===== src/rtl/ex_muldiv.sv =====
// Iterative RV64M multiply/divide unit for the EX stage.
// One bit per cycle: shift-add multiply, restoring divide.
module ex_muldiv #(
   parameter int XLEN = 64
) (
   input  logic            clk,
   input  logic            reset,
   input  logic            start,
   input  logic            flush,
   input  logic [2:0]      funct3,
   input  logic [XLEN-1:0] op_a,
   input  logic [XLEN-1:0] op_b,
   input  logic [4:0]      rd_in,
   output logic            stall,
   output logic            busy,
   output logic            done,
   output logic [XLEN-1:0] result,
   output logic [4:0]      rd_out
);

   localparam int CW = $clog2(XLEN);

   typedef enum logic [1:0] {
      IDLE,
      CALC,
      DONE
   } state_t;

   state_t state, state_nxt;

   logic [2:0]        op_q;
   logic [4:0]        rd_q;
   logic [XLEN-1:0]   opd_q;
   logic [2*XLEN-1:0] acc_q;
   logic              neg_q;
   logic [CW-1:0]     cnt_q;
   logic              busy_q;
   logic [XLEN-1:0]   res_q;
   logic [4:0]        rdo_q;

   logic              sgn_a, sgn_b, sa, sb;
   logic              is_div, b_zero, ovf, special, accept;
   logic [XLEN-1:0]   mag_a, mag_b;
   logic [XLEN:0]     msum;
   logic [XLEN:0]     shl;
   logic [XLEN-1:0]   sub;
   logic              ge;
   logic [2*XLEN-1:0] mul_nxt, div_nxt;
   logic [2*XLEN-1:0] prod_s;
   logic [XLEN-1:0]   half, fin;

   always_comb begin
      sgn_a   = (funct3 == 3'd1) | (funct3 == 3'd2)
              | (funct3 == 3'd4) | (funct3 == 3'd6);
      sgn_b   = (funct3 == 3'd1) | (funct3 == 3'd4)
              | (funct3 == 3'd6);
      sa      = sgn_a & op_a[XLEN-1];
      sb      = sgn_b & op_b[XLEN-1];
      mag_a   = sa ? -op_a : op_a;
      mag_b   = sb ? -op_b : op_b;
      is_div  = funct3[2];
      b_zero  = (op_b == '0);
      ovf     = !funct3[0]
              & (op_a == {1'b1, {(XLEN-1){1'b0}}})
              & (op_b == '1);
      special = is_div & (b_zero | ovf);
      accept  = (state == IDLE) & start & !flush;
   end

   // multiplier lives in the low half and is consumed from bit 0
   always_comb begin
      msum    = {1'b0, acc_q[2*XLEN-1:XLEN]}
              + (acc_q[0] ? {1'b0, opd_q} : '0);
      mul_nxt = {msum, acc_q[XLEN-1:1]};
   end

   // remainder in the high half, dividend/quotient in the low half
   always_comb begin
      shl     = acc_q[2*XLEN-1:XLEN-1];
      ge      = shl >= {1'b0, opd_q};
      sub     = shl[XLEN-1:0] - opd_q;
      div_nxt = ge ? {sub, acc_q[XLEN-2:0], 1'b1}
                   : {shl[XLEN-1:0], acc_q[XLEN-2:0], 1'b0};
   end

   always_comb begin
      prod_s = neg_q ? -acc_q : acc_q;
      half   = op_q[1] ? acc_q[2*XLEN-1:XLEN] : acc_q[XLEN-1:0];
      fin    = '0;
      if (op_q[2])
         fin = neg_q ? -half : half;
      else if (op_q[1:0] == 2'd0)
         fin = prod_s[XLEN-1:0];
      else
         fin = prod_s[2*XLEN-1:XLEN];
   end

   always_comb begin
      state_nxt = state;
      if (flush) begin
         state_nxt = IDLE;
      end else begin
         case (state)
            IDLE:    if (start) state_nxt = special ? DONE : CALC;
            CALC:    if (cnt_q == '0) state_nxt = DONE;
            DONE:    state_nxt = IDLE;
            default: state_nxt = IDLE;
         endcase
      end
   end

   always_comb begin
      busy   = busy_q;
      done   = (state == DONE) & !flush;
      stall  = !flush & ((busy_q & !done) | accept);
      result = done ? fin : res_q;
      rd_out = done ? rd_q : rdo_q;
   end

   always_ff @(posedge clk) begin
      if (reset) begin
         state  <= IDLE;
         busy_q <= 1'b0;
         op_q   <= '0;
         rd_q   <= '0;
         opd_q  <= '0;
         acc_q  <= '0;
         neg_q  <= 1'b0;
         cnt_q  <= '0;
         res_q  <= '0;
         rdo_q  <= '0;
      end else begin
         state  <= state_nxt;
         busy_q <= (state_nxt != IDLE);
         if (accept) begin
            op_q  <= funct3;
            rd_q  <= rd_in;
            cnt_q <= CW'(XLEN-1);
            if (special) begin
               // both halves preloaded so the common result mux applies
               opd_q <= '0;
               neg_q <= 1'b0;
               acc_q <= b_zero ? {op_a, {XLEN{1'b1}}}
                               : {{XLEN{1'b0}}, op_a};
            end else if (is_div) begin
               opd_q <= mag_b;
               acc_q <= {{XLEN{1'b0}}, mag_a};
               neg_q <= funct3[1] ? sa : (sa ^ sb);
            end else begin
               opd_q <= mag_a;
               acc_q <= {{XLEN{1'b0}}, mag_b};
               neg_q <= sa ^ sb;
            end
         end else if (state == CALC) begin
            acc_q <= op_q[2] ? div_nxt : mul_nxt;
            cnt_q <= cnt_q - CW'(1);
         end
         if (done) begin
            res_q <= fin;
            rdo_q <= rd_q;
         end
      end
   end

endmodule


===== config.mk =====
export PLATFORM = sky130hd
export DESIGN_NAME = ex_muldiv
export DESIGN_NICKNAME = d
export VERILOG_FILES = /design/src/rtl/ex_muldiv.sv
export SDC_FILE = /design/constraint.sdc
export NUM_CORES = 2
export LEC_CHECK = 0
export ABC_AREA = 1
export BUFFER_PORTS_ARGS = -buffer_cell sky130_fd_sc_hd__buf_2
export CELL_PAD_IN_SITES_DETAIL_PLACEMENT = 1
export CELL_PAD_IN_SITES_GLOBAL_PLACEMENT = 2
export CORE_ASPECT_RATIO = 1.1
export CORE_MARGIN = 1
export CORE_UTILIZATION = 30
export DETAILED_ROUTE_END_ITERATION = 10
export PLACE_DENSITY_LB_ADDON = 0.1
export REMOVE_ABC_BUFFERS = 1
export SETUP_SLACK_MARGIN = 0.5
export SYNTH_ARGS = -nofsm -noshare
export SYNTH_HDL_FRONTEND = slang
export SYNTH_SLANG_ARGS = --single-unit
export TNS_END_PERCENT = 100

===== constraint.sdc =====
create_clock -name clk -period 4.1 [get_ports clk]
set_input_delay 1.23 -clock clk [delete_from_list [all_inputs] [get_ports clk]]
set_output_delay 1.23 -clock clk [all_outputs]
set_load 0.005 [all_outputs]

* Word level (Yosys, flattened, before mapping)
Index checks and enable logic that the tools add are counted.
** Storage, ports and cells
- Flip-flop bits (word level) :: 279
- Output and inout bits :: 72
- Logic and storage cells :: 82
** Operators by class
- Add/sub/neg operators :: 7
- Magnitude comparators :: 1
- Equality and inequality tests :: 8
- Multiplexer cells :: 29
- Bitwise logic cells :: 18
- Reduce and logical (&&, ||, !) cells :: 9
** Operators by type and width (count)
- $mux W128 :: 7
- $mux W64 :: 11
- $neg A64 Y64 :: 3
- $eq A64 B64 Y1 const B :: 2
- $neg A128 Y128 :: 1
- $add A64 B64 Y65 :: 1
- $ge A65 B64 Y1 :: 1
- $logic_not A64 Y1 :: 1
- $sub A64 B64 Y64 :: 1
- $mux W6 :: 2
- $and A1 B1 Y1 :: 10
- $mux W2 :: 4
- $or A1 B1 Y1 :: 7
- $eq A3 B3 Y1 const B :: 2
- $logic_not A6 Y1 :: 1
- $sub A6 B1 Y6 const B :: 1
- $mux W5 :: 1
- $logic_not A2 Y1 :: 2
- $pmux W2 S2 :: 1
- $reduce_bool A2 Y1 :: 2
- $eq A3 B1 Y1 const B :: 1
- $eq A3 B2 Y1 const B :: 1
- $logic_not A1 Y1 :: 3
- $mux W1 :: 3
- 3 further kinds :: 3

* Depth between registers and ports, before layout
- Depth in word-level cells :: 10
- Depth in mapped cells :: 21
- Gate-level depth less buffers :: 20

* Worst setup path after synthesis
No wires, ideal clock.
- Path type :: input -> output
- Start :: in flush
- End :: out result[1]
- Data arrival time :: 2408 ps
- Path slack :: 462 ps
- Stages :: 6
- Cell sequence :: nor3_1 -> clkbuf_1 -> buf_1 -> o211ai_1 -> o21ai_0 -> inv_1
** On the way
- Word-level cells in the longest chain between the ends :: 3
** RTL lines
- from (decl) :: line 9 : input logic flush,
- $logic_not A1 Y1 :: line 114 : done = (state == DONE) & !flush;
- $and A1 B1 Y1 :: line 114
- $mux W64
- to (decl) :: line 17 : output logic [XLEN-1:0] result,
No other way between the ends.

* Worst setup path after layout
- Start :: reg op_q[1]
- End :: out result[59]
** On the way
- Word-level cells in the longest chain between the ends :: 5
** RTL lines
- from (decl) :: line 31 : logic [2:0] op_q;
- from (signal assigned) :: line 136 : op_q <= funct3;
- $mux W64 :: line 88 : half = op_q[1] ? acc_q[2*XLEN-1:XLEN] : acc_q[XLEN-1:0];
- $neg A64 Y64 :: line 91 : fin = neg_q ? -half : half;
- $mux W64 :: line 91
- $mux W64 * :: line 90 : if (op_q[2])
- $mux W64 *
Mark *: on every way between the ends. The rest lies on a longest branch, timed or not.

==> metrics.txt <==
# TYPE chip_impl_metric gauge
chip_impl_metric{name="finalSetupTns",unit="ns"} -25.35
chip_impl_metric{name="area_of_the_core_region",unit="sq um"} 142100
chip_impl_info{name="timing.critical_path.to_type",value="primary output"} 1
chip_impl_metric{name="synth_cell_area",unit="sq um"} 42980
chip_impl_info{name="synth_top_cells_by_area",value="nand2_1 (29%), dfxtp_1 (13%), inv_1 (11%)"} 1
chip_impl_metric{name="p_clk_share",unit="%"} 20.6
chip_impl_metric{name="final_design_area_no_fill",unit="sq um"} 60730
chip_impl_metric{name="clock_transition_at_path_regs",unit="ns"} 0.07
chip_impl_info{name="path_class",value="reg -> out"} 1
chip_impl_metric{name="multi_input_comb_area",unit="sq um"} 35040
chip_impl_info{name="holdCritPathClass",value="reg -> reg"} 1
chip_impl_metric{name="drc",unit=""} 0
chip_impl_metric{name="powerDensity",unit="nW/um^2"} 309.0
chip_impl_metric{name="cts_buffer_depth",unit=""} 3
chip_impl_metric{name="fin_hold_ws",unit="ns"} 0.4737
chip_impl_metric{name="drv_cap",unit=""} 0
chip_impl_info{name="netlist.top_cell.by_area",value="nand2_1"} 1
chip_impl_metric{name="power.share.combinational",unit="%"} 62.4
chip_impl_metric{name="placement.cell_area",unit="sq um"} 52590
chip_impl_metric{name="timing.slew.headroom",unit="%"} 42.75
chip_impl_metric{name="worstSkewPairLatency",unit="ns"} 0.69
chip_impl_metric{name="filler_cell_count",unit=""} 19920
chip_impl_metric{name="finalHoldViolCount",unit=""} 0
chip_impl_metric{name="area.sequential",unit="sq um"} 5682
chip_impl_metric{name="first_pass_grt_wire_length",unit="mm"} 464.9
chip_impl_info{name="final_cell_mix",value="nand2_1 (3145), inv_1 (1187), buf_4 (899), nor2_1 (753), nand3_1 (695)"} 1
chip_impl_metric{name="net-switching-power",unit="W"} 0.009948
chip_impl_info{name="postSynth.topFlopCell",value="dfxtp_1"} 1
chip_impl_metric{name="syn_avg_cell_area",unit="sq um"} 4.916
chip_impl_metric{name="route.vias.total",unit=""} 66470
chip_impl_info{name="start_kind",value="flop"} 1
chip_impl_info{name="worst_hold_startpoint",value="res_q[33]"} 1
chip_impl_metric{name="number_of_slew_limit_violations_in_the_final_report",unit=""} 0
chip_impl_metric{name="worst_ep_required_time",unit="ns"} 2.87
chip_impl_metric{name="internal_power",unit="W"} 0.008817
chip_impl_info{name="crit_path_start",value="op_q[1]"} 1
chip_impl_metric{name="fp.dieArea",unit="sq um"} 144800
chip_impl_metric{name="worst_ir_drop_vdd",unit="uV"} 343.2
chip_impl_metric{name="clock-sinks",unit=""} 279
chip_impl_info{name="failed_checks",value="negative setup slack"} 1
chip_impl_metric{name="fin_worst_skew",unit="ns"} 0.07671
chip_impl_metric{name="post_route_cells_drive_above_1_share",unit="%"} 23.82
chip_impl_metric{name="crit_path_max_fanout",unit=""} 5
chip_impl_metric{name="number_of_antenna_violations_at_the_first_check_in_global_routing",unit=""} 17
chip_impl_metric{name="synthesis.instances",unit=""} 8744
chip_impl_metric{name="gp_routability_congestion",unit=""} 1.103
chip_impl_metric{name="report.power.total",unit="W"} 0.01877
chip_impl_metric{name="rows",unit=""} 145
chip_impl_metric{name="setup_violations",unit=""} 66
chip_impl_metric{name="layout_worst_path_cycle_share",unit="%"} 114.0
chip_impl_metric{name="final_net_count",unit=""} 10090
chip_impl_metric{name="grt_max_degree",unit=""} 131
chip_impl_metric{name="initial_core_util",unit="%"} 30.26
chip_impl_metric{name="first_global_vias",unit=""} 62930
chip_impl_metric{name="numPortBuffers",unit=""} 211
chip_impl_metric{name="yosys_warnings",unit=""} 0
chip_impl_info{name="clock_root_cell",value="clkbuf_16"} 1
chip_impl_metric{name="globalRouteTotalUtil",unit="%"} 44.93
chip_impl_metric{name="drt.antenna.violating_nets",unit=""} 0
chip_impl_info{name="timing.rr.start",value="op_q[1]"} 1
chip_impl_metric{name="final_critical_path_setup_slack",unit="ns"} -0.5727
chip_impl_metric{name="netlist.area_leader.share",unit="%"} 29.31
chip_impl_metric{name="dr.pass1.iters",unit=""} 8
chip_impl_metric{name="io_pins",unit=""} 212
chip_impl_metric{name="drtIter0Drc",unit=""} 8056
chip_impl_metric{name="yosys.cell_types.count",unit=""} 49
chip_impl_metric{name="synth.yosys.seq_area_share",unit="%"} 12.99
chip_impl_metric{name="power.leakage",unit="nW"} 31.43
chip_impl_metric{name="timing.critical_path.arrival",unit="ns"} 3.44
chip_impl_metric{name="worstMarginPinSlew",unit="ns"} 0.8587
chip_impl_metric{name="final_critical_delay_including_setup_and_external_delays",unit="ns"} 4.673
chip_impl_metric{name="grt_residual_overflow",unit=""} 0
chip_impl_metric{name="fp.dieH",unit="um"} 399.0
chip_impl_info{name="final_common_cell",value="nand2_1"} 1
chip_impl_metric{name="dp_hpwl",unit="mm"} 279.2
chip_impl_metric{name="power.share.sequential",unit="%"} 17.0
chip_impl_info{name="status",value="complete, but fails checks"} 1
chip_impl_metric{name="maxClockFrequency",unit="MHz"} 214.0
chip_impl_metric{name="h-tree-depth",unit=""} 2
chip_impl_metric{name="vias_per_cell",unit=""} 5.649
chip_impl_metric{name="cts_buffers",unit=""} 41
chip_impl_metric{name="postRouteWirelength",unit="mm"} 343.0
chip_impl_metric{name="syn2layout_area_growth",unit="%"} 41.28
chip_impl_metric{name="die_w",unit="um"} 362.9
chip_impl_info{name="rsz0062_at_grt",value="yes"} 1
chip_impl_metric{name="postSynth.asyncResetShare",unit="%"} 0
chip_impl_metric{name="synth_enable_flop_cells",unit=""} 0
chip_impl_metric{name="final_core_utilization",unit="%"} 42.75
chip_impl_info{name="cts_tree",value="yes"} 1
chip_impl_metric{name="avgRoutedWirePerCell",unit="um"} 29.15
chip_impl_metric{name="ys_seq_elements",unit=""} 279
chip_impl_metric{name="p_sw_share",unit="%"} 53.01
[power by group through the flow]
stage / sequential [W] / combinational [W] / clock, W
global placement: 0.00319 / 0.00943 / 0
floorplan: 0.00319 / 0.00452 / 0
CTS: 0.00317 / 0.0104 / 0.00389
global route: 0.00319 / 0.0122 / 0.00399
finish: 0.00319 / 0.0117 / 0.00387
detailed placement: 0.00320 / 0.00952 / 0
[Yosys cell counts (3+ instances only)]
| cell | number |
|---|---|
| o31ai_1 | 3 |
| nor2_4 | 4 |
| ha_1 | 135 |
| o21bai_1 | 18 |
| xnor2_1 | 13 |
| buf_6 | 13 |
| nand4_1 | 112 |
| a31oi_1 | 10 |
| nand2_2 | 7 |
| nand3b_1 | 22 |
| o21ai_0 | 532 |
| xor2_1 | 125 |
| nor2_1 | 1022 |
| clkbuf_1 | 214 |
| and2_1 | 14 |
| o21ai_1 | 52 |
| buf_1 | 39 |
| nor2_2 | 18 |
| buf_2 | 33 |
| inv_1 | 1254 |
| o22ai_1 | 4 |
| o21a_1 | 8 |
| nand3_1 | 796 |
| nor4_1 | 3 |
| o221ai_1 | 15 |
| inv_2 | 8 |
| clkinv_1 | 8 |
| o21ai_2 | 4 |
| nor3_2 | 3 |
| nand2_1 | 3357 |
| buf_4 | 5 |
| nand3_2 | 6 |
| or2_2 | 34 |
| a211oi_1 | 6 |
| o211ai_1 | 64 |
| nor3_1 | 71 |
| a21o_1 | 4 |
| a21oi_1 | 416 |
| dfxtp_1 | 279 |
[sequential cells by signal, summed over array words and instances (netlist names)]
| signal | cells |
|---|---|
| acc_q | 128 |
| rdo_q | 5 |
| res_q | 64 |
| rd_q | 5 |
| cnt_q | 6 |
| busy | 1 |
| opd_q | 64 |
| neg_q | 1 |
| state | 2 |
| op_q | 3 |
[worst paths after layout]
kind	cells past startpoint	to	slack [ns]
worst max-delay path	20	result[59]	-0.57
worst min-delay path	2	res_q[33]	0.47
worst max register to register	30	res_q[23]	-0.18
worst min register to register	2	res_q[33]	0.47
[per-stage QoR]
stage	setup slack, ns	instances
floorplan	-10.27	8440
global placement	-0.4098	11440
detailed placement	-0.3744	11440
CTS	-0.5321	11670
global route	-0.6496	11760
finish	-0.5727	11770
[final cells by class]
type                            instances  area share [%]
Inverter                             1270           8.006
Clock buffer                           57           1.953
Clock inverter                         18          0.3399
Antenna cell                           13         0.05357
Tap cell                             1911           3.937
Sequential cell                       279           9.356
Timing Repair Buffer                 1328           18.66
Multi-Input combinational cell       6891           57.70
[critical path: stages, from the launching register on]
cell and delay (ns):
dfxtp_4 0.44, buf_6 0.15, buf_6 0.13, o21ai_4 0.09, buf_4 0.16, nor2_4 0.16
nand2_4 0.09, buf_4 0.14, nor2_1 0.13, nand2_1 0.13, nor2_4 0.25, nand2_1 0.09
nand2_1 0.09, nand2_2 0.07, nand2_1 0.07, nand2_1 0.07, nand2_1 0.09, nand3_2 0.14
nand2_2 0.10, inv_1 0.04, buf_2 0.11
[layer usage]
metal  up-vias  global-route usage (%)  wire length (um)
met5         -                       0                80
met4        12                   25.53             23400
met3       688                   9.067             36450
met2      3677                   64.53            139000
li1      29620                       -                 -
met1     32470                   61.83            144100
[cell families (layout without fill, tap and decap cells)]
kind of cell / Yosys count / after routing / synth area share, %
other: 0 / 13 / 0
XOR/XNOR: 138 / 138 / 2.812
buffers and inverters: 1574 / 2673 / 14.11
AND/OR/NAND/NOR: 5476 / 5476 / 51.92
adder cells (fa/ha/maj): 137 / 137 / 4.023
flip-flops: 279 / 279 / 12.99
AO/OA/AOI/OAI: 1140 / 1140 / 14.14
[what timing repair did]
item / in CTS / in global routing
resized for setup: 782 / 573
pin swaps: 140 / 207
hold buffers: 0 / 0
setup buffers: 144 / 75
endpoints found under the setup margin: 133 / 134
gates cloned: 12 / 6
No activity file was read; power rests on OpenSTA's default activity.
